**config.mk**
```make
export PLATFORM = sky130hd
export DESIGN_NAME = conv3x3_row_engine
export DESIGN_NICKNAME = d
export VERILOG_FILES = /design/src/rtl/conv3x3_row_engine.sv
export SDC_FILE = /design/constraint.sdc
export NUM_CORES = 2
export LEC_CHECK = 0
export CAP_MARGIN = 20
export CORE_MARGIN = 3
export CORE_UTILIZATION = 44
export DETAILED_ROUTE_END_ITERATION = 12
export PLACE_DENSITY = 0.66
export SETUP_SLACK_MARGIN = 0.3
export SYNTH_ARGS = -nofsm -noshare
export SYNTH_HDL_FRONTEND = slang
export SYNTH_HIERARCHICAL = 1
export SYNTH_SLANG_ARGS = --single-unit
```
**constraint.sdc**
```tcl
create_clock -name clk -period 16.4 [get_ports clk]
set_input_delay 3.28 -clock clk [delete_from_list [all_inputs] [get_ports clk]]
set_output_delay 3.28 -clock clk [all_outputs]
set_load 0.1 [all_outputs]
```
**src/rtl/conv3x3_row_engine.sv**
```systemverilog
// 3x3xD convolution over one latched set of three zero-padded rows.
// Streams W signed results, one per cycle, through a 2-stage multiply / adder-tree pipeline.

module conv_tap_mul #(
  parameter int DATA_BITS = 8
) (
  input  logic                       clk,
  input  logic                       reset,
  input  logic                       en,
  input  logic [DATA_BITS-1:0]       pix,
  input  logic [DATA_BITS-1:0]       wt,
  output logic signed [2*DATA_BITS:0] prod
);
  localparam int PW = 2*DATA_BITS+1;

  // Pixel is unsigned, weight is two's complement: widen both to the product width first.
  logic signed [PW-1:0] px_ext, wt_ext;
  assign px_ext = $signed({{(PW-DATA_BITS){1'b0}}, pix});
  assign wt_ext = $signed({{(PW-DATA_BITS){wt[DATA_BITS-1]}}, wt});

  always_ff @(posedge clk or posedge reset)
    if (reset)   prod <= '0;
    else if (en) prod <= px_ext * wt_ext;
endmodule

module conv3x3_row_engine #(
  parameter int DATA_BITS = 8,
  parameter int D         = 1,
  parameter int W         = 12,
  parameter int ACC_BITS  = 21,
  parameter int RELU      = 0
) (
  input  logic                            clk,
  input  logic                            reset,
  input  logic [D*(W+2)*DATA_BITS-1:0]    row_top,
  input  logic [D*(W+2)*DATA_BITS-1:0]    row_mid,
  input  logic [D*(W+2)*DATA_BITS-1:0]    row_bot,
  input  logic [9*D*DATA_BITS-1:0]        weights,
  input  logic                            valid_i,
  output logic                            ready,
  output logic [ACC_BITS-1:0]             out_data,
  output logic                            out_valid,
  output logic [$clog2(W)-1:0]            out_col,
  output logic                            conv_done,
  output logic                            overrun
);
  localparam int PW     = 2*DATA_BITS+1;
  localparam int NT     = 9*D;
  localparam int STAGES = 2;
  localparam int CW     = $clog2(W);
  localparam int XW     = $clog2(W+2);

  typedef logic [W+1:0][D-1:0][DATA_BITS-1:0] row_t;
  typedef enum logic [1:0] {IDLE, RUN, DRAIN} state_t;

  state_t                              state;
  row_t [2:0]                          rows_q;
  logic [8:0][D-1:0][DATA_BITS-1:0]    wts_q;
  logic [CW-1:0]                       col, col_s1;
  logic                                drain_last;
  logic [STAGES:0]                     vld_pipe;
  logic [NT-1:0][PW-1:0]               prods;
  logic signed [ACC_BITS-1:0]          sum;

  // vld_pipe[0] tracks RUN (a column is issued); higher bits follow the pipeline stages.
  always_ff @(posedge clk or posedge reset)
    if (reset) begin
      state      <= IDLE;
      ready      <= 1'b1;
      overrun    <= 1'b0;
      col        <= '0;
      drain_last <= 1'b0;
      vld_pipe   <= '0;
      rows_q     <= '0;
      wts_q      <= '0;
    end else begin
      vld_pipe[STAGES:1] <= vld_pipe[STAGES-1:0];
      case (state)
        IDLE: if (valid_i) begin
          rows_q[0]   <= row_top;
          rows_q[1]   <= row_mid;
          rows_q[2]   <= row_bot;
          wts_q       <= weights;
          col         <= '0;
          vld_pipe[0] <= 1'b1;
          ready       <= 1'b0;
          state       <= RUN;
        end
        RUN: begin
          if (valid_i) overrun <= 1'b1;
          if (col == CW'(W-1)) begin
            vld_pipe[0] <= 1'b0;
            drain_last  <= 1'b0;
            state       <= DRAIN;
          end else begin
            col <= col + 1'b1;
          end
        end
        DRAIN: begin
          if (valid_i) overrun <= 1'b1;
          if (drain_last) begin
            ready <= 1'b1;
            state <= IDLE;
          end else begin
            drain_last <= 1'b1;
          end
        end
        default: state <= IDLE;
      endcase
    end

  for (genvar r = 0; r < 3; r++) begin : g_row
    for (genvar c = 0; c < 3; c++) begin : g_col
      for (genvar ch = 0; ch < D; ch++) begin : g_ch
        conv_tap_mul #(.DATA_BITS(DATA_BITS)) u_tap (
          .clk   (clk),
          .reset (reset),
          .en    (vld_pipe[0]),
          .pix   (rows_q[r][XW'(col) + XW'(c)][ch]),
          .wt    (wts_q[r*3+c][ch]),
          .prod  (prods[(r*3+c)*D+ch])
        );
      end
    end
  end

  always_comb begin
    sum = '0;
    for (int i = 0; i < NT; i++)
      sum = sum + $signed({{(ACC_BITS-PW){prods[i][PW-1]}}, prods[i]});
  end

  // Output registers hold their last value between streams.
  always_ff @(posedge clk or posedge reset)
    if (reset) begin
      col_s1    <= '0;
      out_col   <= '0;
      out_data  <= '0;
      conv_done <= 1'b0;
    end else begin
      if (vld_pipe[0]) col_s1 <= col;
      if (vld_pipe[1]) begin
        out_col  <= col_s1;
        out_data <= (RELU != 0 && sum[ACC_BITS-1]) ? '0 : sum;
      end
      conv_done <= vld_pipe[1] && (col_s1 == CW'(W-1));
    end

  assign out_valid = vld_pipe[STAGES];
endmodule

```
==> impl_metrics.yaml <==
logic_synthesis:
  yosys_warnings: 6
  synth_compound_gate_area_share_pct: 7.142
  synth_fa_ha_area_share_pct: 26.49
  synth_seq_cells: 603
  synth.area.top_cells: "dfrtp_1 (28%), fa_1 (17%), mux2_2 (13%)"
  synth_top_area_share_pct: 27.95
  yosysTopAreaCell: "dfrtp_1"
  yosys.area_share.simple_pct: 9.661
  syn_nets: 6169
  ys.flop_type: "dfrtp_1"
  synth_area_per_cell_um2: 11.02
  syn-cell-area_um2: 53890
  synth-xor-area-share_pct: 1.544
  synth_edf_count: 0
  syn_inst: 4890
  synthMuxAreaShare_pct: 20.50
  synth_top_family_by_area: "adder cells"
  ys_async_sr_fraction_pct: 100.0
  ys_types: 70
  ys_seq_area_share_pct: 28.00
timing:
  rsz0062_at_grt: "no"
  fin_ws_ps: 7688
  worst_slew_pin_slew_ps: 1279
  setup_tns_ps: 0
  slew_violations: 0
  setup_violations: 0
  finalClockSkew_ps: 43.07
  hold_violations: 0
  min_period_ps: 8712
  relSlewSlack_pct: 14.72
  min_period_over_period_pct: 53.12
  timing.fmax_mhz: 114.8
floorplan:
  io_pins: 440
  dieArea_um2: 126700
  core_um2: 120800
  start_util_pct: 44.62
  rows: 127
  die_w_um: 356.0
  die_h_um: 356.0
placement:
  port_buffers: 439
  dpl.cell_count: 6813
  post_dp_cell_area_um2: 59780
  globalplace.congestion: 0.9453
  dpl_worst_slack_ps: 7747
  place.detailed.hpwl_mm: 120.9
clock_tree:
  clk_pin_slew_ps: 60
  cts_made_buffers: 72
  cts_setup_buffers: 0
  cts_tree: "yes"
  ctsHoldBuffers: 0
  clk_path_buf_depth: 3
  cts_resized: 0
  clock_latency_ps: 690
  cts.sinks: 603
  clockRootBuffer: "clkbuf_16"
  ctsHtreeMaxLevel: 3
global_route:
  grt_pass1_wl_mm: 239.3
  track_usage_pct: 24.60
  grt_overflow: 0
  grt_max_degree: 198
  antenna_found_initial: 13
  grt_pass1_vias: 39650
layout:
  layout_commonest_cell: "inv_1"
  stdcell_count: 6958
  area_growth_pct: 15.60
  nets: 6554
  drive_above_1_share_pct: 18.93
  final_cell_mix: "inv_1 (690), mux2_2 (623), dfrtp_1 (596)"
  final_area_um2: 62290
worst_setup_path:
  endpoint_kind: "register"
  path_max_fanout: 64
  start_kind: "register"
  crit_chain: "buf_4 > buf_4 > buf_4 > mux4_2 > nand2_1 > a21oi_1 > a311o_1 > and2_1 > ha_1 > inv_1 > fa_1 > inv_1 > ha_1 > inv_1 > fa_1 > inv_1 > ha_1 > inv_1 > fa_1 > nand2b_1 > a21oi_1 > o21ai_1 > or3_1 > nand3_1"
  cp_slowest_cell: "dfrtp_4"
  crit_path_frequent_cell: "inv_1"
  required_ps: 17010
  path_class: "reg2reg"
  arrival_ps: 9320
  max_stage_delay_ps: 980
route:
  drt_iter0_drc: 2237
  via_per_inst: 5.456
  wl_per_cell_um: 22.06
  ant_nets: 0
  route.detailed.drc: 0
  firstDrtPassIters: 5
  via_count: 37960
  wirelength_mm: 153.5
status:
  status: "completed"
min_path:
  min_path_type: "reg2reg"
run:
  maxCapViolCount: 0
## final cells by class
cell class / instances / area [um2]
diodes: 11 / 27.53
clock buffers: 101 / 2031
clock inverters: 33 / 451.7
fillers: 10820 / 58470
inverters: 693 / 2609
multi-input cells: 3423 / 35310
flip-flops and latches: 603 / 15110
well taps: 1612 / 2017
repair buffers: 482 / 4737
## sequential cells by signal, summed over array words and instances, names as in the netlist, 2 cells and up
name                         count
col                              4
g_row.g_col.g_ch.u_tap/prod    153
out_col                          4
wts_q                           72
vld_pipe                         3
rows_q                         336
out_data                        21
state                            2
col_s1                           4
## worst paths after layout
check / from / endpoint / slack [ps] / cells after the start
max in group asynchronous: reset / rows_q[329] / 10920 / 5
worst min register to register: col_s1[2] / conv_done / 470 / 1
worst min-delay path: col_s1[2] / conv_done / 470 / 1
worst max-delay path: col[0] / g_row[2].g_col[1].g_ch[0].u_tap/prod[16] / 7690 / 24
worst max register to register: col[0] / g_row[2].g_col[1].g_ch[0].u_tap/prod[16] / 7690 / 24
min in group asynchronous: reset / vld_pipe[0] / 3250 / 3
## cells by family (layout without fill, tap and decap cells)
family / after synthesis / in the layout
flops: 603 / 603
compound gates: 562 / 562
mux: 865 / 865
buf+inv: 864 / 1309
fa+ha+maj: 868 / 868
other cells: 0 / 11
simple gates: 1033 / 1033
xor+xnor: 95 / 95
## cell usage after synthesis, types with 8 or more instances
master     count
a211oi_1      36
a211oi_2       9
a21boi_2       8
a21o_1        32
a21oi_1      191
a21oi_2        9
a21oi_4        8
a311o_1       12
a31o_1         9
a31oi_1       19
and2_1       369
and3_1        20
buf_1         11
buf_2         73
buf_4         11
buf_6         28
clkbuf_1      48
dfrtp_1      602
fa_1         455
ha_1         413
inv_1        691
mux2_2       623
mux2_4        52
mux2i_1       82
mux4_2       108
nand2_1      293
nand2b_1      52
nand3_1       46
nand4_1        9
nor2_1       184
nor2b_1       20
nor3_1        11
nor4_1        12
o2111ai_1     10
o211ai_1      39
o211ai_2       9
o21a_1        27
o21ai_0       68
o21ai_1        9
o2bb2ai_1     10
o31ai_1       23
or3_1         10
xnor2_1       80
xor2_1        15
## per-layer routing
metal / GRT usage, % / vias to the layer above / routed length, um / part of all wire (%)
met3: 4.566 / 227 / 10030 / 6.5
met5: 0 / - / 45 / 0.029
met1: 34.82 / 19310 / 69790 / 45
met2: 37.58 / 1136 / 68060 / 44
li1: - / 17290 / - / -
met4: 9.229 / 8 / 5543 / 3.6
## per-stage QoR
stage	hold slack, ps	util (%)
floorplan	379.3	-
global placement	452.6	49.49
detailed placement	453.5	49.50
CTS	472.3	51.56
global route	516.2	51.57
finish	465.6	51.58
## critical path: cells and delay by family (launching register included)
kind / cells / cell delay [ps]
buf+inv: 8 / 2790
mux: 1 / 590
compound gates: 4 / 1050
flops: 1 / 980
fa+ha+maj: 6 / 2060
simple gates: 5 / 990
Power is not shown: default switching activity piles up to over one toggle a cycle in this logic, so the estimate is an artifact.
